## src/rtl/dnn_pkg.sv

```systemverilog
// Shared types for the dnn inference-core scheduler.
// Activation vector layout and scheduler FSM encoding.
package dnn_pkg;

    localparam int X_W   = 7;
    localparam int OUT_W = 21;
    localparam int NX    = 4;

    typedef logic signed [NX-1:0][X_W-1:0] dnn_x_vec_t;

    typedef enum logic [1:0] {
        IDLE,
        ISSUE,
        WAIT
    } sched_state_t;

endpackage

```

## src/rtl/dnn_sched_if.sv

```systemverilog
// Requester, core and response signals of the dnn scheduler.
// master = scheduler side, slave = environment side.
interface dnn_sched_if #(
    parameter int NUM_REQ = 4
);
    import dnn_pkg::*;

    localparam int ID_W = $clog2(NUM_REQ);

    logic [NUM_REQ-1:0]         req_valid;
    logic [NUM_REQ-1:0]         req_ready;
    logic [NUM_REQ*NX*X_W-1:0]  req_x;

    logic signed [X_W-1:0]      core_x0;
    logic signed [X_W-1:0]      core_x1;
    logic signed [X_W-1:0]      core_x2;
    logic signed [X_W-1:0]      core_x3;
    logic                       core_in_ready;
    logic signed [OUT_W-1:0]    core_out0;
    logic signed [OUT_W-1:0]    core_out1;
    logic                       core_out_ready;

    logic                       rsp_valid;
    logic                       rsp_ready;
    logic [ID_W-1:0]            rsp_id;
    logic signed [OUT_W-1:0]    rsp_out0;
    logic signed [OUT_W-1:0]    rsp_out1;
    logic                       rsp_err;
    logic                       busy;

    modport master (
        input  req_valid, req_x,
        input  core_out0, core_out1, core_out_ready,
        input  rsp_ready,
        output req_ready,
        output core_x0, core_x1, core_x2, core_x3, core_in_ready,
        output rsp_valid, rsp_id, rsp_out0, rsp_out1, rsp_err,
        output busy
    );

    modport slave (
        output req_valid, req_x,
        output core_out0, core_out1, core_out_ready,
        output rsp_ready,
        input  req_ready,
        input  core_x0, core_x1, core_x2, core_x3, core_in_ready,
        input  rsp_valid, rsp_id, rsp_out0, rsp_out1, rsp_err,
        input  busy
    );

endinterface

```

## src/rtl/dnn_rr_arbiter.sv

```systemverilog
// Combinational round-robin arbiter: first requester at or above
// i_ptr (with wrap) wins; the pointer itself lives in the caller.
module dnn_rr_arbiter #(
    parameter  int NUM_REQ = 4,
    localparam int ID_W    = $clog2(NUM_REQ)
) (
    input  logic [NUM_REQ-1:0] i_req,
    input  logic [ID_W-1:0]    i_ptr,
    output logic [NUM_REQ-1:0] o_grant,
    output logic [ID_W-1:0]    o_idx,
    output logic               o_any
);

    logic [ID_W:0]   w_sum;
    logic [ID_W-1:0] w_k;

    always_comb begin
        o_any = 1'b0;
        o_idx = '0;
        w_sum = '0;
        w_k   = '0;
        for (int i = 0; i < NUM_REQ; i++) begin
            w_sum = {1'b0, i_ptr} + (ID_W+1)'(i);
            w_k   = (w_sum >= (ID_W+1)'(NUM_REQ))
                  ? ID_W'(w_sum - (ID_W+1)'(NUM_REQ))
                  : ID_W'(w_sum);
            if (!o_any && i_req[w_k]) begin
                o_any = 1'b1;
                o_idx = w_k;
            end
        end
    end

    assign o_grant = o_any ? (NUM_REQ'(1) << o_idx) : '0;

endmodule

```

## src/rtl/dnn_sched.sv

```systemverilog
// Shares one dnn core between NUM_REQ requesters, one job in flight.
// Define DNN_SCHED_TIMEOUT_EN to abort a WAIT after TIMEOUT cycles.
module dnn_sched
    import dnn_pkg::*;
#(
    parameter int NUM_REQ  = 4,
    parameter int CORE_LAT = 4,
    parameter int TIMEOUT  = 15
) (
    input  logic        clk,
    input  logic        rst,
    dnn_sched_if.master bus
);

    localparam int ID_W = $clog2(NUM_REQ);
    localparam int XV_W = NX * X_W;

    if (NUM_REQ < 2 || NUM_REQ > 8 || CORE_LAT < 1 || TIMEOUT < 1)
    begin : g_bad_cfg
        $error("dnn_sched: unsupported parameter set");
    end

    sched_state_t            r_state;
    logic [ID_W-1:0]         r_ptr;
    logic [ID_W-1:0]         r_job;
    dnn_x_vec_t              r_x;
    logic                    r_in_rdy;
    logic                    r_rsp_valid;
    logic [ID_W-1:0]         r_rsp_id;
    logic signed [OUT_W-1:0] r_out0;
    logic signed [OUT_W-1:0] r_out1;

    logic [NUM_REQ-1:0]      w_grant;
    logic [ID_W-1:0]         w_idx;
    logic [ID_W-1:0]         w_ptr_nxt;
    logic                    w_any;
    logic                    w_buf_free;
    logic                    w_xfer;
    dnn_x_vec_t              w_x_sel;

    dnn_rr_arbiter #(.NUM_REQ(NUM_REQ)) u_arb (
        .i_req   (bus.req_valid),
        .i_ptr   (r_ptr),
        .o_grant (w_grant),
        .o_idx   (w_idx),
        .o_any   (w_any)
    );

    // A grant needs the response slot free, possibly by a same-cycle pop
    assign w_buf_free = !r_rsp_valid || bus.rsp_ready;
    assign w_xfer     = !rst && (r_state == IDLE) && w_buf_free && w_any;
    assign w_x_sel    = bus.req_x[int'(w_idx)*XV_W +: XV_W];
    assign w_ptr_nxt  = (int'(w_idx) == NUM_REQ-1) ? '0 : w_idx + 1'b1;

`ifdef DNN_SCHED_TIMEOUT_EN
    localparam int CNT_W = $clog2(TIMEOUT + 1);
    logic [CNT_W-1:0] r_cnt;
    logic             r_err;
    logic             w_tmo;
    assign w_tmo       = (r_cnt == CNT_W'(TIMEOUT - 1));
    assign bus.rsp_err = r_err;
`else
    assign bus.rsp_err = 1'b0;
`endif

    always_ff @(posedge clk) begin
        if (rst) begin
            r_state     <= IDLE;
            r_ptr       <= '0;
            r_job       <= '0;
            r_x         <= '0;
            r_in_rdy    <= 1'b0;
            r_rsp_valid <= 1'b0;
            r_rsp_id    <= '0;
            r_out0      <= '0;
            r_out1      <= '0;
`ifdef DNN_SCHED_TIMEOUT_EN
            r_cnt       <= '0;
            r_err       <= 1'b0;
`endif
        end else begin
            r_in_rdy <= 1'b0;
            if (r_rsp_valid && bus.rsp_ready)
                r_rsp_valid <= 1'b0;
            unique case (r_state)
                IDLE: begin
                    if (w_xfer) begin
                        r_x      <= w_x_sel;
                        r_job    <= w_idx;
                        r_ptr    <= w_ptr_nxt;
                        r_in_rdy <= 1'b1;
                        r_state  <= ISSUE;
                    end
                end
                ISSUE: begin
`ifdef DNN_SCHED_TIMEOUT_EN
                    r_cnt   <= '0;
`endif
                    r_state <= WAIT;
                end
                WAIT: begin
`ifdef DNN_SCHED_TIMEOUT_EN
                    r_cnt <= r_cnt + 1'b1;
`endif
                    if (bus.core_out_ready) begin
                        r_rsp_valid <= 1'b1;
                        r_rsp_id    <= r_job;
                        r_out0      <= bus.core_out0;
                        r_out1      <= bus.core_out1;
`ifdef DNN_SCHED_TIMEOUT_EN
                        r_err       <= 1'b0;
`endif
                        r_state     <= IDLE;
                    end
`ifdef DNN_SCHED_TIMEOUT_EN
                    else if (w_tmo) begin
                        r_rsp_valid <= 1'b1;
                        r_rsp_id    <= r_job;
                        r_out0      <= '0;
                        r_out1      <= '0;
                        r_err       <= 1'b1;
                        r_state     <= IDLE;
                    end
`endif
                end
                default: r_state <= IDLE;
            endcase
        end
    end

    assign bus.req_ready     = w_xfer ? w_grant : '0;
    assign bus.core_x0       = r_x[0];
    assign bus.core_x1       = r_x[1];
    assign bus.core_x2       = r_x[2];
    assign bus.core_x3       = r_x[3];
    assign bus.core_in_ready = r_in_rdy;
    assign bus.rsp_valid     = r_rsp_valid;
    assign bus.rsp_id        = r_rsp_id;
    assign bus.rsp_out0      = r_out0;
    assign bus.rsp_out1      = r_out1;
    assign bus.busy          = (r_state != IDLE);

endmodule

```

## src/flat_wrapper.sv

```systemverilog
// flat-port wrapper written by rule: the top's interface ports become plain ports
module dnn_sched_flat import dnn_pkg::*;
#(
    parameter int NUM_REQ  = 4,
    parameter int CORE_LAT = 4,
    parameter int TIMEOUT  = 15
)
  (clk, rst, bus_req_valid, bus_req_x, bus_core_out0, bus_core_out1, bus_core_out_ready, bus_rsp_ready, bus_req_ready, bus_core_x0, bus_core_x1, bus_core_x2, bus_core_x3, bus_core_in_ready, bus_rsp_valid, bus_rsp_id, bus_rsp_out0, bus_rsp_out1, bus_rsp_err, bus_busy);
  dnn_sched_if #(.NUM_REQ(NUM_REQ)) bus_i ();
  input  logic clk;
  input  logic rst;
  input wire logic [$bits(bus_i.req_valid)-1:0] bus_req_valid;
  input wire logic [$bits(bus_i.req_x)-1:0] bus_req_x;
  input wire logic [$bits(bus_i.core_out0)-1:0] bus_core_out0;
  input wire logic [$bits(bus_i.core_out1)-1:0] bus_core_out1;
  input wire logic [$bits(bus_i.core_out_ready)-1:0] bus_core_out_ready;
  input wire logic [$bits(bus_i.rsp_ready)-1:0] bus_rsp_ready;
  output wire logic [$bits(bus_i.req_ready)-1:0] bus_req_ready;
  output wire logic [$bits(bus_i.core_x0)-1:0] bus_core_x0;
  output wire logic [$bits(bus_i.core_x1)-1:0] bus_core_x1;
  output wire logic [$bits(bus_i.core_x2)-1:0] bus_core_x2;
  output wire logic [$bits(bus_i.core_x3)-1:0] bus_core_x3;
  output wire logic [$bits(bus_i.core_in_ready)-1:0] bus_core_in_ready;
  output wire logic [$bits(bus_i.rsp_valid)-1:0] bus_rsp_valid;
  output wire logic [$bits(bus_i.rsp_id)-1:0] bus_rsp_id;
  output wire logic [$bits(bus_i.rsp_out0)-1:0] bus_rsp_out0;
  output wire logic [$bits(bus_i.rsp_out1)-1:0] bus_rsp_out1;
  output wire logic [$bits(bus_i.rsp_err)-1:0] bus_rsp_err;
  output wire logic [$bits(bus_i.busy)-1:0] bus_busy;
  assign bus_i.req_valid = bus_req_valid;
  assign bus_i.req_x = bus_req_x;
  assign bus_i.core_out0 = bus_core_out0;
  assign bus_i.core_out1 = bus_core_out1;
  assign bus_i.core_out_ready = bus_core_out_ready;
  assign bus_i.rsp_ready = bus_rsp_ready;
  assign bus_req_ready = bus_i.req_ready;
  assign bus_core_x0 = bus_i.core_x0;
  assign bus_core_x1 = bus_i.core_x1;
  assign bus_core_x2 = bus_i.core_x2;
  assign bus_core_x3 = bus_i.core_x3;
  assign bus_core_in_ready = bus_i.core_in_ready;
  assign bus_rsp_valid = bus_i.rsp_valid;
  assign bus_rsp_id = bus_i.rsp_id;
  assign bus_rsp_out0 = bus_i.rsp_out0;
  assign bus_rsp_out1 = bus_i.rsp_out1;
  assign bus_rsp_err = bus_i.rsp_err;
  assign bus_busy = bus_i.busy;
  dnn_sched #(.NUM_REQ(NUM_REQ), .CORE_LAT(CORE_LAT), .TIMEOUT(TIMEOUT)) u_core (.clk(clk), .rst(rst), .bus(bus_i));
endmodule
```

## config.mk

```make
export PLATFORM = sky130hd
export DESIGN_NAME = dnn_sched_flat
export DESIGN_NICKNAME = d
export VERILOG_FILES = /design/src/rtl/dnn_pkg.sv /design/src/rtl/dnn_sched_if.sv /design/src/rtl/dnn_rr_arbiter.sv /design/src/rtl/dnn_sched.sv /design/src/flat_wrapper.sv
export SDC_FILE = /design/constraint.sdc
export NUM_CORES = 1
export LEC_CHECK = 0
export CORE_MARGIN = 1
export CORE_UTILIZATION = 36
export CTS_CLUSTER_DIAMETER = 50
export DETAILED_ROUTE_END_ITERATION = 16
export GPL_TIMING_DRIVEN = 0
export PLACE_DENSITY = 0.8
export SLEW_MARGIN = 20
export SYNTH_ARGS = -nofsm -noshare
export SYNTH_HDL_FRONTEND = slang
export SYNTH_SLANG_ARGS = --single-unit
```

## constraint.sdc

```tcl
create_clock -name clk -period 3.8 [get_ports clk]
set_clock_uncertainty 0.05 [all_clocks]
set_input_delay 0.95 -clock clk [delete_from_list [all_inputs] [get_ports clk]]
set_output_delay 0.95 -clock clk [all_outputs]
set_load 0.03 [all_outputs]
```

# [After elaboration in Yosys (flattened, before gate mapping)]
# Index checks and enable logic that the tools add are counted.
[word_totals] reg_bits=80 latch_bits=0 ram_bits=0 mem_bits_ro=0 output_inout_bits=80 mem_count=0
[classes] add_sub_neg=8 n_mul=1 div=0 order_cmp=8 eq_ne=5 shift=2 n_mux=30 bitwise=1 reduce_logical=19
[ops] op="112-bit by 32-bit variable part select with 28-bit output" n=1
[ops] op="2-bit two-way mux" n=11
[ops] op="2-bit by 3-bit < comparator with 1-bit output (second input constant)" n=4
[ops] op="1-bit two-way mux" n=12
[ops] op="3-bit >= comparator (second input constant)" n=3
[ops] op="1-bit binary-select mux with 2-bit select" n=4
[ops] op="4-bit two-way mux" n=2
[ops] op="2-bit by 1-bit subtractor with 2-bit output (second input constant)" n=4
[ops] op="1-bit logical AND" n=7
[ops] op="2-bit by 2-bit adder with 3-bit output (second input constant)" n=2
[ops] op="2-bit one-hot mux with 3 select lines" n=1
[ops] op="2-bit AND reduction" n=3
[ops] op="1-bit zero test" n=5
[ops] op="2-bit by 3-bit multiplier with 5-bit output (second input constant)" n=1
[ops] op="2-bit by 1-bit equality test with 1-bit output (second input constant)" n=2
[ops] op="1-bit by 2-bit left shift with 4-bit output (first input constant)" n=1
[ops] op="2-bit by 1-bit adder with 3-bit output (second input constant)" n=1
[ops] op="2-bit by 3-bit >= comparator with 1-bit output (second input constant)" n=1
[ops] op="2-bit by 1-bit adder with 2-bit output (second input constant)" n=1
[ops] op="2-bit equality test (second input constant)" n=1
[ops] op="2-bit zero test" n=1
[ops] op="2-bit by 1-bit inequality test with 1-bit output (second input constant)" n=1
[ops] op="2-bit inequality test (second input constant)" n=1
[ops] op="2-bit nonzero test" n=1
[ops] op="3 further kinds" n=3

# [Longest topological paths before layout]
# Gate-level depths: netlist (run 1).
[logic_depth] depth_word=17 mapped_depth=9 depth_no_buf=6

# [Cells and area by module]
# Synthesis (run 1) repeated with hierarchy kept, for this count alone.
[unflattened] cells_unflattened=423 area_unflattened_um2=3771.1
[by_module_without_submodules] mod="dnn_sched" instances=1 cells_per_inst=391 area_per_inst_um2=3588.4 seq_area_each_um2=1601.5
[by_module_without_submodules] mod="dnn_rr_arbiter" instances=1 cells_per_inst=32 area_per_inst_um2=182.7 seq_area_each_um2=0.0

# [Worst setup path after synthesis (run 1)]
# OpenSTA, ideal clock, no wires.
[synth_path] path_type="input port to output port" startpoint="in bus_req_valid[0]" endpoint="out bus_req_ready[2]" arrival_ns=2.690 required_time_ns=2.800 slack_ns=0.110 stages=7 n_path_buf=3 path_cell_list="buf_2 -> nor4_1 -> or4_4 -> buf_6 -> a211oi_4 -> buf_6 -> nor2b_1"
[synth_between] elab_chain_cells=15
[synth_rtl] element="start: declaration" line_no="flat_wrapper.sv:12" text="input wire logic [$bits(bus_i.req_valid)-1:0] bus_req_valid;"
[synth_rtl] element="1-bit binary-select mux with 2-bit select" line_no="dnn_rr_arbiter.sv:27" text="if (!o_any && i_req[w_k]) begin"
[synth_rtl] element="1-bit two-way mux (implied by the code)" line_no="dnn_rr_arbiter.sv:27"
[synth_rtl] element="1-bit two-way mux" line_no="dnn_rr_arbiter.sv:27"
[synth_rtl] element="1-bit zero test" line_no="dnn_rr_arbiter.sv:27"
[synth_rtl] element="1-bit logical AND" line_no="dnn_rr_arbiter.sv:27"
[synth_rtl] element="1-bit two-way mux" line_no="dnn_rr_arbiter.sv:27"
[synth_rtl] element="1-bit zero test" line_no="dnn_rr_arbiter.sv:27"
[synth_rtl] element="1-bit logical AND" line_no="dnn_rr_arbiter.sv:27"
[synth_rtl] element="1-bit two-way mux" line_no="dnn_rr_arbiter.sv:27"
[synth_rtl] element="1-bit zero test" line_no="dnn_rr_arbiter.sv:27"
[synth_rtl] element="1-bit logical AND" line_no="dnn_rr_arbiter.sv:27"
[synth_rtl] element="2-bit two-way mux" line_no="dnn_rr_arbiter.sv:27"
[synth_rtl] element="1-bit by 2-bit left shift with 4-bit output" line_no="dnn_rr_arbiter.sv:34" text="assign o_grant = o_any ? (NUM_REQ'(1) << o_idx) : '0;"
[synth_rtl] element="4-bit two-way mux" line_no="dnn_rr_arbiter.sv:34"
[synth_rtl] element="4-bit two-way mux (*)" line_no="dnn_sched.sv:131" text="assign bus.req_ready = w_xfer ? w_grant : '0;"
[synth_rtl] element="end: declaration" line_no="flat_wrapper.sv:18" text="output wire logic [$bits(bus_i.req_ready)-1:0] bus_req_ready;"
# Every way passes the cells marked *; elsewhere a longest branch is shown, timed or not. The select of a mux whose other input is x is not followed.

# [Worst setup path after layout (run 1)]
[layout_path] startpoint="in bus_rsp_ready" endpoint="out bus_req_ready[2]"
[layout_between] elab_chain_cells=4
[layout_rtl] element="start: declaration" line_no="flat_wrapper.sv:17" text="input wire logic [$bits(bus_i.rsp_ready)-1:0] bus_rsp_ready;"
[layout_rtl] element="1-bit logical OR" line_no="dnn_sched.sv:50" text="assign w_buf_free = !r_rsp_valid || bus.rsp_ready;"
[layout_rtl] element="1-bit logical AND (2 in a row)" line_no="dnn_sched.sv:51" text="assign w_xfer = !rst && (r_state == IDLE) && w_buf_free && w_any;"
[layout_rtl] element="4-bit two-way mux" line_no="dnn_sched.sv:131"
# No other way between the ends.

==> metrics.yaml, run 1 <==
status:
  status: "completed"
global_routing:
  grt_pass1_vias: 4349
  grt_start_max_net_pins: 15
  antenna_found_initial: 0
  grt_usage_pct: 25.84
  grt_overflow: 0
  grt_pass1_wl_um: 20590
sta:
  drv_slew: 0
  fin_crit_sh_pct: 98.53
  relSlewSlack_pct: 61.97
  rsz0062_at_grt: "no"
  worst_pin_slew_ps: 570.4
  finalHoldViolCount: 0
  period_minus_slack_ps: 3744
  max_freq_mhz: 267.1
  timing.hold.ws_ps: 406.4
  setup_viol: 0
layout:
  seq_area_um2: 1602
  fill_cells: 825
  fin_nets: 893
  drive_above_1_share_pct: 5.714
  area_growth_syn_to_layout_pct: 76.13
  antennaDiodeCount: 0
  multi_input_area_um2: 1853
floorplan:
  core-area_um2: 9864
  die_y_um: 103.3
  start_util_pct: 37.46
  rows: 36
  boundaryPins: 242
  die_width_um: 103.3
  die-area_um2: 10670
drt:
  drt-initial-drc-count: 156
  drtAntennaViolNets: 0
  drc: 0
  vias_per_cell: 5.090
  route.met3.wl_um: 1305
  wl_met2_um: 7021
  top_layer: "met4"
  drt_first_pass_iters: 4
  routed_wirelength_um: 13920
  wl_per_cell_um: 16.04
  vias: 4418
  wl_met1_um: 5286
cts:
  clkSlewWorstSetupHoldPaths_ps: 90
  clockRootBuffer: "clkbuf_8"
  cts_tree: "yes"
  clock-sinks: 80
  cts_buffer_depth: 2
  worstSkewPairLatency_ps: 360
  htreeDepth: 3
  cts_buffers: 9
hold_path:
  holdPathStages: 2
  holdCritPathClass: "reg2reg"
setup_path:
  cp_max_fo: 10
  rr_worst_depth: 6
  crit_required_ps: 2800
  worst_path_largest_cell_delay_ps: 450
  rrSetupSlack_ps: 1560
  start_kind: "primary input"
  cp_num_cells: 8
  critical-path-top-delay-family: "buffers and inverters"
  cp.buffers_inverters: 4
  crit_type: "in2out"
  cp.arrival_ps: 2740
  crit_chain: "clkdlybuf4s50_1 > nor2b_1 > or4_4 > buf_6 > a211oi_4 > buf_6 > nor2b_1 > buf_4"
  critPathCaptureType: "output pin"
  cpMaxStageDelayCell: "clkdlybuf4s50_1"
pwr:
  switchingPower_mw: 0.6863
  seqPwrFrac_pct: 39.3
  power_mw: 2.348
  power.density_nw_per_um2: 360.8
  leakagePower_nw: 2.313
  irDropWorstVdd_mv: 0.1649
  clockPowerShare_pct: 32.6
  internal_power_mw: 1.661
  switching_share_pct: 29.23
  p_comb_share_pct: 28.1
logic_synthesis:
  synth_top_area_share_pct: 43.35
  yosys_most_used_dff: "dfxtp_1"
  synth_edf_count: 0
  syn_area_um2: 3695
  ys_seq_area_share_pct: 43.35
  synth_area_leaders: "dfxtp_1 (43%), nand2_1 (12%), a21oi_1 (7.3%), a21boi_0 (5.7%), a22oi_1 (5.7%)"
  synth_area_per_cell_um2: 7.730
  syn-num-nets: 641
  synth.distinct_cells: 35
  synth-seq-cells: 80
  syn_inst: 478
  async_reset_ff_share_pct: 0
  synth_largest_area_cell: "dfxtp_1"
  yosysWarnings: 0
place:
  dp_hpwl_um: 10830
  port_buffers: 238
  routabilityCongestion: 0.9837
flow_run:
  drv_cap: 0
## metal layers
layer | vias to the layer above | GRT usage, %
met5 | - | 0
met4 | 0 | 14.63
met3 | 22 | 7.460
met2 | 207 | 47.13
met1 | 2016 | 26.49
li1 | 2173 | -
## worst reg2reg max path: cells and delay by family (launching register included)
family	cells	cell delay, ps
simple gates	2	810
compound gates	3	530
buf+inv	1	440
flops	1	340
## cell usage in the layout (no fill, tap or decap), types with 3 or more instances in the layout
master | netlist | final
a21boi_0 | 28 | 28
a21oi_1 | 54 | 54
a22oi_1 | 28 | 28
a31oi_1 | 28 | 28
and3_1 | 28 | 28
buf_4 | 4 | 11
buf_6 | 4 | 4
bufinv_16 | 0 | 3
clkbuf_1 | 35 | 32
clkbuf_8 | 0 | 9
clkdlybuf4s50_1 | 0 | 231
dfxtp_1 | 80 | 80
inv_1 | 4 | 3
nand2_1 | 123 | 123
nor2_1 | 6 | 6
o21ai_0 | 3 | 3
o21ai_1 | 28 | 28
## sequential cells by signal (all words and copies together) (netlist names)
signal / count
u_core.bus.core_x2: 7
u_core.bus.core_x1: 7
u_core.bus.rsp_valid: 1
u_core.bus.rsp_out0: 21
u_core.bus.core_in_ready: 1
u_core.r_job: 2
u_core.bus.core_x3: 7
u_core.r_ptr: 2
u_core.r_state: 2
u_core.bus.rsp_id: 2
u_core.bus.core_x0: 7
u_core.bus.rsp_out1: 21
## final timing paths
kind | start | to
max | bus_rsp_ready | bus_req_ready[2]
min | u_core.bus.rsp_out1[0] | u_core.bus.rsp_out1[0]
min reg2reg | u_core.bus.rsp_out1[0] | u_core.bus.rsp_out1[0]
max reg2reg | u_core.r_state[1] | u_core.bus.core_x1[1]
## cells in the mapped netlist, types with 2 or more instances
library cell  count
a31oi_1          28
nand2_1         123
nor2b_1           2
a22oi_1          28
and3_1           28
o21ai_1          28
buf_6             4
buf_4             4
buf_2             3
a21boi_0         28
a21oi_1          54
a221o_1           2
inv_1             4
dfxtp_1          80
o21ai_0           3
clkbuf_1         35
nor2_1            6
## layout make-up
class                   count  area share [%]
clock inverters             7           1.846
clock buffers               9           1.903
well taps                 133           2.557
repair buffers            243           37.01
inverters                   5          0.2884
multi-input cells         347           28.48
plain buffers              44           3.307
flip-flops and latches     80           24.61
## power by group through the flow
stage | combinational [mW] | clock (mW) | sequential (mW)
6_report | 0.659 | 0.766 | 0.923
2_1_floorplan | 0.228 | 0 | 1.03
5_1_grt | 0.708 | 0.812 | 0.928
3_3_place_gp | 0.645 | 0 | 0.938
3_5_place_dp | 0.652 | 0 | 0.940
4_1_cts | 0.655 | 0.777 | 0.922
## through the flow
stage	std cells	utilization [%]	cell area (um2)	setup slack (ps)	setup TNS (ps)
after global placement	849	63.29	6243	-847.7	-2974
final	868	65.97	6507	55.85	0
after floorplan	478	-	3695	110.4	0
after CTS	865	65.65	6476	18.28	0
after global routing	868	65.97	6507	6.417	0
after detailed placement	849	63.29	6243	-849.5	-2984
## kinds of logic after synthesis
kind of cell / count (synthesis) / share of synthesized area [%]
multiplexers: 1 / 0.2709
AND/OR/NAND/NOR: 169 / 20.08
other: 1 / 0.1015
adder cells (fa/ha/maj): 1 / 0.3386
AO/OA/AOI/OAI: 175 / 29.36
buffers and inverters: 51 / 6.502
flip-flops: 80 / 43.35
## timing repair
item | in CTS | in global routing
buffers inserted | 1 | 4
gates resized for setup | 27 | 7
pin swaps | 1 | 0
endpoints found under the setup margin | 4 | 4
hold buffers | 0 | 0
Note: power is estimated with default switching activity, not from simulation.
==> run 2, diff against run 1 <==
Settings changed: SKIP_CTS_REPAIR_TIMING set to 1.
==> metrics.yaml, run 2 (synthesis gave the netlist of run 1 again) <==
floorplan:
  start_util_pct: 37.46  # unchanged
  boundaryPins: 242  # unchanged
  core-area_um2: 9864  # unchanged
  die_y_um: 103.3  # unchanged
  die-area_um2: 10670  # unchanged
  rows: 36  # unchanged
  die_width_um: 103.3  # unchanged
setup_path:
  crit_start: "bus_rsp_ready"
  cp_max_fo: 10  # unchanged
  crit-reg2reg-launch: "u_core.r_ptr[1]"
  critical-path-top-delay-family: "buffers and inverters"
  start_kind: "primary input"
  crit_type: "in2out"
  cpMaxStageDelayCell: "clkdlybuf4s50_1"
  crit_required_ps: 2800  # about the same
  crit_chain: "clkdlybuf4s50_1 > nor2b_1 > or4_4 > buf_6 > a211oi_4 > buf_6 > nor2b_1 > buf_4"
  cp.arrival_ps: 2790  # +50 ps
  worst_path_largest_cell_delay_ps: 450  # about the same
  cp.buffers_inverters: 4  # unchanged
  critPathCaptureType: "output pin"
global_routing:
  antenna_found_initial: 2  # +2
  grt_pass1_wl_um: 20580  # about the same
  grt_pass1_vias: 4360  # +0.25%
  grt_start_max_net_pins: 15  # unchanged
  grt_overflow: 0  # unchanged
  grt_usage_pct: 25.84  # unchanged
sta:
  period_minus_slack_ps: 3787  # +42.57 ps
  fin_crit_sh_pct: 99.65  # +1.1 points
  finalSetupTns_ps: 0  # unchanged
  worst_pin_slew_ps: 553.3  # -17.12 ps
  setup_viol: 0  # unchanged
  timing.hold.ws_ps: 406.3  # -0.06000 ps
  relSlewSlack_pct: 63.11  # +1.1 points
  max_freq_mhz: 264.1  # -1.1%
  finalHoldViolCount: 0  # unchanged
  setup_slack_ps: 13.28  # -42.57 ps
  rsz0062_at_grt: "yes"
  drv_slew: 0  # unchanged
drt:
  wl_per_cell_um: 16.09  # +0.34%
  drc: 0  # unchanged
  vias_per_cell: 5.122  # +0.64%
  routed_wirelength_um: 13950  # +0.22%
  drtAntennaViolNets: 0  # unchanged
  vias: 4441  # +0.52%
  drt_first_pass_iters: 4  # unchanged
  drt-initial-drc-count: 160  # +2.6%
cts:
  clock-sinks: 80  # unchanged
  cts_buffer_depth: 2  # unchanged
  cts_buffers: 9  # unchanged
  clkSlewWorstSetupHoldPaths_ps: 90  # about the same
  clockRootBuffer: "clkbuf_8"
  htreeDepth: 3  # unchanged
  cts_tree: "yes"
  worstSkewPairLatency_ps: 370  # about the same
place:
  dp_slack_ps: -849.5  # unchanged
  dp_hpwl_um: 10830  # unchanged
  placed_cell_area_um2: 6243  # unchanged
  routabilityCongestion: 0.9837  # unchanged
  placed_cells: 849  # unchanged
  port_buffers: 238  # unchanged
layout:
  drive_above_1_share_pct: 5.191  # -0.52 points
  fin_nets: 890  # -0.34%
  final_cells: 867  # -0.12%
  area_growth_syn_to_layout_pct: 75.79
  final_cell_mix: "clkdlybuf4s50_1 (231), nand2_1 (123), dfxtp_1 (80)"
  final_common_cell: "clkdlybuf4s50_1"
  finalInstanceArea_um2: 6495  # -0.19%
  fin_util_pct: 65.84  # -0.13 points
pwr:
  power_mw: 2.353  # +0.22%
  irDropWorstVdd_mv: 0.1654  # +0.25%
  leakagePower_nw: 2.319  # +0.26%
  power.density_nw_per_um2: 362.3  # +0.42%
hold_path:
  holdCritStartpoint: "u_core.bus.rsp_out1[0]"
  holdCritPathClass: "reg2reg"
flow_run:
  drv_cap: 0  # unchanged
status:
  status: "completed"
run 2: cell count changes in the layout (fill, tap and decap cells not counted):
cell | before | now
buf_2 | 2 | 3
buf_4 | 11 | 7
clkbuf_1 | 32 | 33
clkbuf_2 | 2 | 1
clkdlybuf4s15_1 | 2 | 0
diode_2 | 0 | 2
dlygate4sd2_1 | 1 | 0
dlymetal6s2s_1 | 0 | 3
run 2: worst paths after layout:
kind,slack [ps],cells after the start,endpoint
setup reg to reg,1440,8,u_core.r_ptr[0]
setup / recovery,10,8,bus_req_ready[2]
hold reg to reg,410,2,u_core.bus.rsp_out1[0]
hold / removal,410,2,u_core.bus.rsp_out1[0]
run 2: metal layers:
layer | wire length [um] | part of all wire, % | global-route usage [%]
met3 | 1387 | 9.9 | 7.728
met5 | 0 | 0 | 0
met4 | 465 | 3.3 | 14.63
met1 | 5234 | 38 | 26.24
met2 | 6861 | 49 | 47.23
run 2: power breakdown:
part / leakage (nW) / internal, mW / switching (mW)
clock: 0.119 / 0.437 / 0.339
combinational: 1.55 / 0.330 / 0.325
sequential: 0.650 / 0.890 / 0.0322
total: 2.32 / 1.66 / 0.695
run 2: worst reg2reg max path, cell delays in order, from the launching register on:
cell and delay [ps]:
dfxtp_1 330, clkbuf_1 280, o21bai_1 160, a221o_1 170, clkbuf_1 360, nand2_1 190
ha_1 230, or3_1 370, a21oi_1 160
run 2: final cells by class:
type / instances / area, um2
buffer: 44 / 214.0
sequential: 80 / 1602
timing repair buffer: 240 / 2392
clock buffer: 9 / 123.9
fill: 824 / 3369
multi-input combinational: 347 / 1853
inverter: 5 / 18.77
clock inverter: 7 / 120.1
tap: 133 / 166.4
antenna: 2 / 5.005
